File: src/rtl/hazard3_tick_gen_pkg.sv
// Shared register map and field layout for the hazard3 machine-timer tick prescaler.
package hazard3_tick_gen_pkg;

   localparam logic [15:0] ADDR_CTRL  = 16'h0000;
   localparam logic [15:0] ADDR_DIV   = 16'h0004;
   localparam logic [15:0] ADDR_COUNT = 16'h0008;

   localparam int unsigned DIV_FRAC_LSB = 0;
   localparam int unsigned DIV_INT_LSB  = 8;
   localparam int unsigned W_DIV_FRAC   = 8;

endpackage

File: src/rtl/hazard3_tick_gen_frac.sv
// Fractional-divide accumulator: adds the fraction on each advance and reports the carry
// that stretches the following period by one cycle.
module hazard3_tick_gen_frac
   import hazard3_tick_gen_pkg::*;
(
   input  logic                  clk,
   input  logic                  rst,
   input  logic                  clr,
   input  logic                  adv,
   input  logic [W_DIV_FRAC-1:0] frac,
   output logic                  carry
);

   logic [W_DIV_FRAC-1:0] acc;
   logic [W_DIV_FRAC:0]   sum;

   always_comb begin
      sum = {1'b0, acc} + {1'b0, frac};
   end

   assign carry = sum[W_DIV_FRAC];

   always_ff @(posedge clk or posedge rst) begin
      if (rst) begin
         acc <= '0;
      end else if (clr) begin
         acc <= '0;
      end else if (adv) begin
         acc <= sum[W_DIV_FRAC-1:0];
      end
   end

endmodule

File: src/rtl/hazard3_tick_gen.sv
// Programmable tick prescaler for the RISC-V machine timer, APB-programmed.
// Define HAZARD3_TICK_GEN_FRAC_EN to build the fractional divider.
module hazard3_tick_gen
   import hazard3_tick_gen_pkg::*;
#(
   parameter int unsigned W_DIV_INT     = 16,
   parameter int unsigned DIV_INT_RESET = 1
) (
   input  logic        clk,
   input  logic        rst,
   input  logic [31:0] paddr,
   input  logic        psel,
   input  logic        penable,
   input  logic        pwrite,
   input  logic [31:0] pwdata,
   output logic [31:0] prdata,
   output logic        pready,
   output logic        pslverr,
   output logic        tick
);

   // One extra bit: a carry-extended period can reach 2**W_DIV_INT.
   localparam int unsigned W_CNT = W_DIV_INT + 1;

   logic                  en;
   logic [W_DIV_INT-1:0]  div_int;
   logic [W_DIV_FRAC-1:0] div_frac;
   logic [W_CNT-1:0]      count;
   logic                  wr;
   logic                  wr_ctrl;
   logic                  wr_div;
   logic                  start;
   logic                  stop;
   logic                  fire;
   logic                  carry;
   logic                  acc_clr;
   logic [W_DIV_INT-1:0]  int_eff;
   logic [W_CNT-1:0]      reload;
   logic                  unused_bits;

   assign pready  = 1'b1;
   assign pslverr = 1'b0;

   assign wr      = psel & penable & pwrite;
   assign wr_ctrl = wr && (paddr[15:0] == ADDR_CTRL);
   assign wr_div  = wr && (paddr[15:0] == ADDR_DIV);
   assign start   = wr_ctrl & pwdata[0] & ~en;
   assign stop    = wr_ctrl & ~pwdata[0] & en;
   assign fire    = en & ~stop & (count == W_CNT'(1));
   assign int_eff = (div_int == '0) ? W_DIV_INT'(1) : div_int;
   assign reload  = {1'b0, int_eff} + W_CNT'(carry);
   assign acc_clr = ~en | stop;

   assign unused_bits = ^{paddr[31:16], pwdata};

   always_ff @(posedge clk or posedge rst) begin
      if (rst) begin
         en      <= 1'b0;
         div_int <= W_DIV_INT'(DIV_INT_RESET);
      end else begin
         if (wr_ctrl) en      <= pwdata[0];
         if (wr_div)  div_int <= pwdata[DIV_INT_LSB +: W_DIV_INT];
      end
   end

`ifdef HAZARD3_TICK_GEN_FRAC_EN
   always_ff @(posedge clk or posedge rst) begin
      if (rst) begin
         div_frac <= '0;
      end else if (wr_div) begin
         div_frac <= pwdata[DIV_FRAC_LSB +: W_DIV_FRAC];
      end
   end

   hazard3_tick_gen_frac u_frac (
      .clk   (clk),
      .rst   (rst),
      .clr   (acc_clr),
      .adv   (fire),
      .frac  (div_frac),
      .carry (carry)
   );
`else
   assign div_frac = '0;
   assign carry    = 1'b0;
`endif

   // Reload happens on the tick edge itself, so DIV writes landing on that edge miss it.
   always_ff @(posedge clk or posedge rst) begin
      if (rst) begin
         count <= '0;
         tick  <= 1'b0;
      end else if (start) begin
         count <= {1'b0, int_eff};
         tick  <= 1'b0;
      end else if (!en || stop) begin
         count <= '0;
         tick  <= 1'b0;
      end else if (fire) begin
         count <= reload;
         tick  <= 1'b1;
      end else begin
         count <= count - W_CNT'(1);
         tick  <= 1'b0;
      end
   end

   always_comb begin
      prdata = '0;
      case (paddr[15:0])
         ADDR_CTRL:  prdata[1:0] = {en, en};
         ADDR_DIV: begin
            prdata[DIV_INT_LSB  +: W_DIV_INT]  = div_int;
            prdata[DIV_FRAC_LSB +: W_DIV_FRAC] = div_frac;
         end
         ADDR_COUNT: prdata[W_CNT-1:0] = count;
         default:    prdata = '0;
      endcase
   end

endmodule

File: config.mk
export PLATFORM = sky130hd
export DESIGN_NAME = hazard3_tick_gen
export DESIGN_NICKNAME = d
export VERILOG_FILES = /design/src/rtl/hazard3_tick_gen_pkg.sv /design/src/rtl/hazard3_tick_gen_frac.sv /design/src/rtl/hazard3_tick_gen.sv
export SDC_FILE = /design/constraint.sdc
export NUM_CORES = 1
export LEC_CHECK = 0
export ABC_AREA = 1
export CELL_PAD_IN_SITES_DETAIL_PLACEMENT = 1
export CELL_PAD_IN_SITES_GLOBAL_PLACEMENT = 2
export CORE_ASPECT_RATIO = 0.75
export CORE_UTILIZATION = 24
export CTS_BUF_LIST = sky130_fd_sc_hd__clkbuf_4 sky130_fd_sc_hd__clkbuf_8
export DETAILED_ROUTE_END_ITERATION = 10
export HOLD_SLACK_MARGIN = 0.12
export PLACE_DENSITY = 0.85
export RECOVER_POWER = 50
export SLEW_MARGIN = 20
export SYNTH_ARGS = -nofsm -noshare
export SYNTH_HDL_FRONTEND = slang
export SYNTH_HIERARCHICAL = 1
export SYNTH_SLANG_ARGS = --single-unit
File: constraint.sdc
create_clock -name clk -period 2.6 [get_ports clk]
set_clock_uncertainty 0.15 [all_clocks]
set_input_delay 0.26 -clock clk [delete_from_list [all_inputs] [get_ports clk]]
set_output_delay 0.26 -clock clk [all_outputs]
set_load 0.02 [all_outputs]
==> impl_results.md <==
- Synth Area in Adders: 1.10%
- Worst hold slack: 326 ps
- Non-filler instance count after layout: 515
- Die height: 86.3 um
- Critical path type: in -> out
- I/O pins: 104
- Placed insts: 507
- Mapped cell area: 2270 sq um
- Total number of vias: 2146
- Largest net degree at the start of global routing: 36
- Die Span X: 114 um
- Core Region: 9120 sq um
- Instance area after placement: 3020 sq um
- Total chip power: 1150 uW
- Drt drc: 0
- Final Hold Violating Endpoints: 0
- Total grt overflow: 0
- Status: finished clean
- Maximum VDD drop: 0.000229 V
- Fmax: 0.400 GHz
- Mux cell area share after synthesis: 0%
- Proportion of layout cells with a drive suffix above 1: 8.27%
- Root Buffer: clkbuf_8
- Post-DR wirelength/cell: 13.5 um
- Clock Path Buffers: 2
- Arr. time, crit path: 2090 ps
- Register area share after synthesis: 38.6%
- Simple-gate share of the synthesized area: 32.8%
- Final Setup Violations: 0
- Finished Cell Area: 3110 sq um
- Port bufs: 62
- Fin util: 34.1%
- Most common cell in the synthesized netlist: nand2_1
- Largest family of logic cells by synthesized area: simple AND/OR/NAND/NOR gates
- Crit path launch type: primary input
- DRT iter0 DRCs: 82
- Post-synthesis xor/xnor area fraction: 5.78%
- Synth Area in Compound Gates: 7.32%
- Initial core utilization: 24.9%
- Critical Path RT: 2190 ps
- Total Die Area: 9880 sq um
- Clk_lat worst skew: 290 ps
- Max Cap Viol: 0
- Pwr Density: 371 nW/um^2
- Ant. Diodes: 0
- R2R depth: 9
- Syn. warnings: 6
- HP Class: reg -> reg
- Period minus WS final: 2500 ps
- Relative slew slack: 40.6%
- Number of global-route vias before repair: 2282
- Synth-to-Final Area Change: 36.7%
- WHS Path Cells: 2
- Post-route antenna net violation count: 0
- Postcts setup bufs: 0
- Mapped Cells: 318
- Clock transition at the registers of the reported paths: 70 ps
- Synth top cells by count: nand2_1 (71), nor2_1 (55), inv_1 (47), dfrtp_1 (34), a21oi_1 (16)
- CP Capture Type: output port
- Yosys reg bits: 35
- CTS tree: done
- Total Routed Length: 6930 um
- Ys flop type: dfrtp_1
- Ranking of synthesized cells by area: dfrtp_1 (37%), nand2_1 (12%), nor2_1 (9.1%)
- Leakage power: 0.00169 uW
- TritonCTS buffer count: 5
- CTS sink cnt: 35
- Antenna violations before repair: 0
- RSZ-0062 raised after global routing: no
- DPL Wire Length: 5610 um
- Post-DR vias/cell: 4.17
- EDFF count, synth: 0
- Fin crit share: 96.1%
- Area leader, netlist: dfrtp_1
- Gr usage total: 15.2%
- Cell variety after synth: 27
- CP Max Fanout: 10
- Slew Viols, Final: 0
- Post-CTS Hold Buffers: 0
- Async set or reset register ratio after synthesis: 100%
- Row Count: 30
- GPL Wtd Cong: 0.780
- Avg Cell Area, Syn: 7.15 sq um
- First-pass GRT wire length: 11400 um
- # H-tree levels: 2
- Drt first pass iters: 4
- Nets: 457
- Worst slew pin tran: 891 ps
- Share of the synthesized area in the top cell type: 37.4%
-- registers in the layout (all words and copies together) (netlist names) --
name     count
div_int     16
tick         1
en           1
count       17
-- path summary, 6_finish.rpt --
| kind | end | slack (ps) | start |
|---|---|---|---|
| min reg2reg | count[9] | 330 | div_int[9] |
| min in group asynchronous | div_int[3] | 520 | rst |
| min | count[9] | 330 | div_int[9] |
| max | prdata[23] | 100 | paddr[13] |
| max in group asynchronous | count[3] | 1230 | rst |
| max reg2reg | count[1] | 650 | count[0] |
-- cell type report --
cell class	instances	area, sq um
fillers	1141	6010
well taps	128	160
clock buffers	6	82.6
repair buffers	70	678
inverters	49	186
clock inverters	2	35.0
flip-flops and latches	35	877
multi-input cells	225	1090
-- worst max-delay path, cell delays in order --
cell and delay [ps]:
clkdlybuf4s50_1 400, nor2_1 120, nand2_1 110, nor2_4 150, nand2_1 90, nor2_2 100
inv_1 180, buf_4 230, nor2_1 100, dlygate4sd2_1 340
-- routing by layer --
| metal | routed length [um] | GRT usage (%) |
|---|---|---|
| met5 | 0 | 0 |
| met1 | 3570 | 21.4 |
| met3 | 242 | 3.92 |
| met4 | 19 | 2.60 |
| met2 | 3100 | 23.6 |
-- kinds of logic (layout without fill, tap and decap cells) --
logic type | after synthesis | after routing
flops | 35 | 35
fa+ha+maj | 2 | 2
other cells | 2 | 10
buf+inv | 66 | 127
compound gates | 31 | 31
xor+xnor | 15 | 15
simple gates | 167 | 167
-- report_power, final --
part           switching, uW  internal, uW
clock network            208           310
registers             0.0458           544
logic                   39.3          52.9
total                    247           907
-- layout by cell type (no fill, tap or decap), types with 2 or more instances in the layout --
cell type	instances
ha_1	2
xor2_1	15
nor2_2	2
nor2_4	4
nand2_2	4
nor3_1	5
a21oi_1	16
clkdlybuf4s50_1	42
dlymetal6s2s_1	2
nand4_1	4
dfrtp_1	34
nor2_1	58
conb_1	10
nand3_1	14
o22ai_1	9
clkdlybuf4s15_1	2
dlygate4sd3_1	2
o21ai_0	6
inv_1	47
clkbuf_8	6
nand2_1	72
dlygate4sd2_1	14
buf_4	5
-- through the flow --
step                      TNS (ps)  setup WS, ps
after floorplan                  0           822
after global placement        -624         -75.4
after detailed placement     -2080          -196
after CTS                        0          34.0
after global routing             0          6.16
final                            0           102
-- repair_timing --
action,4_1_cts,5_1_grt
gates resized for setup,16,4
endpoints found under the setup margin,16,4
cloned,0,0
pin swaps,0,0
Power figures use the tool's default switching activity.
